### config.mk
export PLATFORM = sky130hd
export DESIGN_NAME = cp0_intctrl_flat
export DESIGN_NICKNAME = d
export VERILOG_FILES = /design/src/rtl/cp0_intctrl_if.sv /design/src/rtl/cp0_intctrl.sv /design/src/flat_wrapper.sv
export SDC_FILE = /design/constraint.sdc
export NUM_CORES = 1
export LEC_CHECK = 0
export ABC_CLOCK_PERIOD_IN_PS = 2600
export CAP_MARGIN = 15
export CORE_AREA = 2 2 48 50
export CTS_CLUSTER_DIAMETER = 60
export DETAILED_ROUTE_END_ITERATION = 8
export DIE_AREA = 0 0 50 52
export PLACE_DENSITY_LB_ADDON = 0.08
export SLEW_MARGIN = 20
export SYNTH_ARGS = -nofsm -noshare
export SYNTH_HDL_FRONTEND = slang
export SYNTH_SLANG_ARGS = --single-unit
### constraint.sdc
create_clock -name clk -period 2.6 [get_ports clk]
set_clock_uncertainty 0.1 [all_clocks]
set_input_delay 0.26 -clock clk [delete_from_list [all_inputs] [get_ports clk]]
set_output_delay 0.26 -clock clk [all_outputs]
set_load 0.02 [all_outputs]
### src/rtl/cp0_intctrl_if.sv
// Signal bundle between the CP0 interrupt controller and the core/interrupt sources.
// master drives interrupt sources, Status and pipeline readiness; slave is the controller.
interface cp0_intctrl_if;
    logic [5:0]  hw_int;
    logic        sw_int_we;
    logic [1:0]  sw_int_wdata;
    logic [31:0] status;
    logic        pipe_ready;
    logic        int_take;
    logic [4:0]  exccode;
    logic [7:0]  cause_ip;
    logic        int_pending;
    logic [2:0]  int_num;

    modport master (
        output hw_int, sw_int_we, sw_int_wdata, status, pipe_ready,
        input  int_take, exccode, cause_ip, int_pending, int_num
    );

    modport slave (
        input  hw_int, sw_int_we, sw_int_wdata, status, pipe_ready,
        output int_take, exccode, cause_ip, int_pending, int_num
    );
endinterface

### src/rtl/cp0_intctrl.sv
// CP0 interrupt controller: Cause IP capture, masking, priority select and take sequencing.
// Define CP0_INT_SYNC_EN for a two-flop hw_int synchronizer; otherwise a single capture stage.
//
// state    | meaning
// IDLE     | no enabled, unmasked interrupt pending
// ARMED    | interrupt pending, waiting for an instruction boundary
// TAKEN    | int_take pulse cycle, int_num latched
// WAIT_EXL | take issued, waiting for the exception path to raise EXL
module cp0_intctrl (
    input logic          clk,
    input logic          reset,
    cp0_intctrl_if.slave bus
);

    typedef enum logic [1:0] {IDLE, ARMED, TAKEN, WAIT_EXL} state_t;

    state_t     state;
    logic [5:0] hw_sync;
    logic [1:0] sw_ip;
    logic [7:0] cause_ip;
    logic [7:0] masked;
    logic       int_pending;
    logic [2:0] prio;
    logic       int_take;
    logic [2:0] int_num;
    logic       unused_status;

`ifdef CP0_INT_SYNC_EN
    logic [5:0] hw_meta;

    always_ff @(posedge clk or posedge reset) begin
        if (reset) begin
            hw_meta <= 6'd0;
            hw_sync <= 6'd0;
        end else begin
            hw_meta <= bus.hw_int;
            hw_sync <= hw_meta;
        end
    end
`else
    always_ff @(posedge clk or posedge reset) begin
        if (reset) hw_sync <= 6'd0;
        else       hw_sync <= bus.hw_int;
    end
`endif

    always_ff @(posedge clk or posedge reset) begin
        if (reset)              sw_ip <= 2'd0;
        else if (bus.sw_int_we) sw_ip <= bus.sw_int_wdata;
    end

    assign cause_ip      = {hw_sync, sw_ip};
    assign masked        = cause_ip & bus.status[15:8];
    assign int_pending   = (|masked) & bus.status[0] & ~bus.status[1];
    assign unused_status = ^{bus.status[31:16], bus.status[7:2]};

    // IP7 wins: later (higher) indices overwrite lower ones
    always_comb begin
        prio = 3'd0;
        for (int i = 0; i < 8; i++) begin
            if (masked[i]) prio = 3'(i);
        end
    end

    always_ff @(posedge clk or posedge reset) begin
        if (reset) begin
            state    <= IDLE;
            int_take <= 1'b0;
            int_num  <= 3'd0;
        end else begin
            int_take <= 1'b0;
            case (state)
                IDLE: begin
                    if (int_pending) state <= ARMED;
                end
                ARMED: begin
                    if (!int_pending) begin
                        state <= IDLE;
                    end else if (bus.pipe_ready) begin
                        state    <= TAKEN;
                        int_take <= 1'b1;
                        int_num  <= prio;
                    end
                end
                TAKEN: begin
                    state <= WAIT_EXL;
                end
                WAIT_EXL: begin
                    if (bus.status[1]) state <= IDLE;
                end
                default: state <= IDLE;
            endcase
        end
    end

    assign bus.cause_ip    = cause_ip;
    assign bus.int_pending = int_pending;
    assign bus.int_take    = int_take;
    assign bus.int_num     = int_num;
    assign bus.exccode     = 5'd0;

endmodule
### src/flat_wrapper.sv
// flat-port wrapper written by rule: the top's interface ports become plain ports
module cp0_intctrl_flat 
  (clk, reset, bus_hw_int, bus_sw_int_we, bus_sw_int_wdata, bus_status, bus_pipe_ready, bus_int_take, bus_exccode, bus_cause_ip, bus_int_pending, bus_int_num);
  cp0_intctrl_if bus_i ();
  input logic clk;
  input logic reset;
  input wire logic [$bits(bus_i.hw_int)-1:0] bus_hw_int;
  input wire logic [$bits(bus_i.sw_int_we)-1:0] bus_sw_int_we;
  input wire logic [$bits(bus_i.sw_int_wdata)-1:0] bus_sw_int_wdata;
  input wire logic [$bits(bus_i.status)-1:0] bus_status;
  input wire logic [$bits(bus_i.pipe_ready)-1:0] bus_pipe_ready;
  output wire logic [$bits(bus_i.int_take)-1:0] bus_int_take;
  output wire logic [$bits(bus_i.exccode)-1:0] bus_exccode;
  output wire logic [$bits(bus_i.cause_ip)-1:0] bus_cause_ip;
  output wire logic [$bits(bus_i.int_pending)-1:0] bus_int_pending;
  output wire logic [$bits(bus_i.int_num)-1:0] bus_int_num;
  assign bus_i.hw_int = bus_hw_int;
  assign bus_i.sw_int_we = bus_sw_int_we;
  assign bus_i.sw_int_wdata = bus_sw_int_wdata;
  assign bus_i.status = bus_status;
  assign bus_i.pipe_ready = bus_pipe_ready;
  assign bus_int_take = bus_i.int_take;
  assign bus_exccode = bus_i.exccode;
  assign bus_cause_ip = bus_i.cause_ip;
  assign bus_int_pending = bus_i.int_pending;
  assign bus_int_num = bus_i.int_num;
  cp0_intctrl u_core (.clk(clk), .reset(reset), .bus(bus_i));
endmodule
==> results_dict.tcl <==
set metrics [dict create \
    status "completed" \
    path_common_cell "clkdlybuf4s50_1" \
    slew_headroom_pct 64.8 \
    fp.dieH_um 52 \
    cts-resized-gates 0 \
    arrival_ns 1.78 \
    synthFlopType "dfrtp_1" \
    synth_seq_cells 14 \
    area_growth_pct 62.6 \
    power.leakage_nw 0.412 \
    cp_slowest_cell "clkdlybuf4s50_1" \
    async_flop_share_pct 100 \
    synth_common_cells "dfrtp_1 (14), nand2_1 (9), buf_4 (5), mux2_2 (5), a22oi_1 (4)" \
    place.gp.congestion 0.658 \
    cts_sinks 14 \
    cp_cell_sequence "clkdlybuf4s50_1 -> a22oi_1 -> a41oi_2 -> clkdlybuf4s50_1" \
    grtUsageMet2_pct 19.5 \
    max_stage_delay_ns 0.65 \
    grt_max_degree 15 \
    via_per_inst 4.35 \
    grt_overflow 0 \
    cts_setup_buffers 0 \
    dieArea_sq_um 2600 \
    wl_mm 1.32 \
    rows 17 \
    fmaxAchievable_mhz 467 \
    initial_core_util_pct 28.5 \
    antennaDiodeCount 0 \
    wl_per_cell_um 11.7 \
    synthDominantCellAreaShare_pct 58.5 \
    timing.setup.tns_ns 0 \
    portBuffers 34 \
    hold_path.class "in2async" \
    io_pins 62 \
    coreArea_sq_um 2110 \
    cts-hold-fix-buffers 0 \
    ys_top_cells_by_area "dfrtp_1 (58%), mux2_2 (9.4%), buf_4 (6.3%), nand2_1 (5.6%), a22oi_1 (5.0%)" \
    first_pass_iters 2 \
    path_buf_inv 2 \
    crit-reg2reg-launch "u_core.sw_ip[1]" \
    critical-path-top-delay-family "buffers and inverters" \
    seq_area_frac_synth_pct 58.5 \
    worstMarginPinSlew_ns 0.527 \
    synth_area_per_cell_sq_um 12.2 \
    period_share_pct 82.3 \
    hold_violations 0 \
    cts_max_path_buffers 2 \
    drive_gt1_share_pct 11.8 \
    top_usage_layer "met2" \
    fin_nets 131 \
    die_width_um 50 \
    synth_most_common_cell "dfrtp_1" \
    path_clk_slew_ns 0.08 \
    cts_tree "yes" \
    htreeDepth 1 \
    yosysUniqueCellTypes 12 \
    start_kind "primary input" \
    maxCapViolCount 0 \
    crit_start "bus_status[11]" \
    crit_fanout 3 \
    grt_pass1_wl_mm 2.33 \
    clk_latency_ns 0.28 \
    use_met3_pct 4.02 \
    finalCriticalPeriod_ns 2.14 \
    ir_drop_v 0.000524 \
    drv_slew 0 \
    required_ns 2.24 \
    antenna_found_initial 0 \
    finalSetupViolCount 0 \
    synth_area_sq_um 599 \
    ys_warn_count 0 \
    end_kind "primary output" \
    rsz0062_at_grt "no" \
    synth_edf_count 0 \
    met1_usage_pct 14.3 \
    post-synth-top-area-cell "dfrtp_1" \
    cts_buffers 3 \
    root_buffer "clkbuf_4" \
    post-dp-hpwl_mm 1.07 \
    p_total_mw 0.617 \
    syn_inst 49 \
    drt_iter0_drc 1 \
    critPathKind "in2out" \
    drc 0 \
    track_usage_pct 12.6 \
    powerDensity_nw_per_um2 633 \
    vias 492 \
    grt_pass1_vias 529 \
    antenna_left 0 \
]
[placed cells by master, fill, tap and decap left out, drive strengths merged, types with 2 or more instances in the layout]
cell type,Yosys,final
mux2,5,5
nand2b,2,2
nand2,9,9
a22oi,4,4
o21ai,3,3
inv,2,2
clkdlybuf4s50,0,34
a32oi,2,2
clkbuf,0,3
dfrtp,14,14
conb,1,5
[layout make-up]
cell class / instances / area, sq um
inverter: 2 / 7.51
sequential: 14 / 350
clock buffer: 3 / 22.5
multi-input combinational: 32 / 219
tap: 28 / 35.0
timing repair buffer: 34 / 340
fill: 189 / 1130
[stage by stage]
step           hold slack (ns)  utilization [%]  area [sq um]  worst slack, ns  instances
2_1_floorplan           0.0492                -           614            0.745         53
3_3_place_gp             0.396             45.2           952            0.466        110
3_5_place_dp             0.401             45.2           952            0.454        110
4_1_cts                  0.245             46.3           975            0.441        113
5_1_grt                  0.278             46.3           975            0.290        113
6_report                 0.216             46.3           975            0.460        113
[state kept, by name, indices dropped and copies added, names as in the netlist, named ones only]
name	count
u_core.bus.int_num	3
u_core.bus.int_take	1
u_core.hw_sync	6
u_core.state	1
u_core.sw_ip	2
[final timing paths]
path	endpoint	slack, ns	cells past startpoint
min	u_core.bus.int_take	0.22	2
max in group asynchronous	u_core.hw_sync[1]	1.83	2
max reg2reg	u_core.bus.int_num[2]	0.91	4
min in group clk	u_core.hw_sync[4]	0.31	1
min reg2reg	u_core.bus.int_num[1]	0.42	1
max	bus_int_pending	0.46	4
[layer usage]
layer	wire length, um	vias up
li1	-	234
met1	520	230
met2	666	23
met3	93	5
met4	38	0
met5	0	-
[cell families after synthesis]
logic type / after synthesis / share of synthesized area, %
and+or+nand+nor: 12 / 10.9
other: 1 / 0.626
buffers and inverters: 7 / 7.52
DFF: 14 / 58.5
muxes: 5 / 9.39
AOI/OAI and AO/OA: 10 / 13.2
[where the power goes]
part | internal (mW) | switching [mW] | leakage [nW]
logic | 0.115 | 0.0955 | 0.229
clock network | 0.0537 | 0.0655 | 0.0138
registers | 0.260 | 0.0269 | 0.169
total | 0.429 | 0.188 | 0.412
Power figures use the tool's default switching activity.
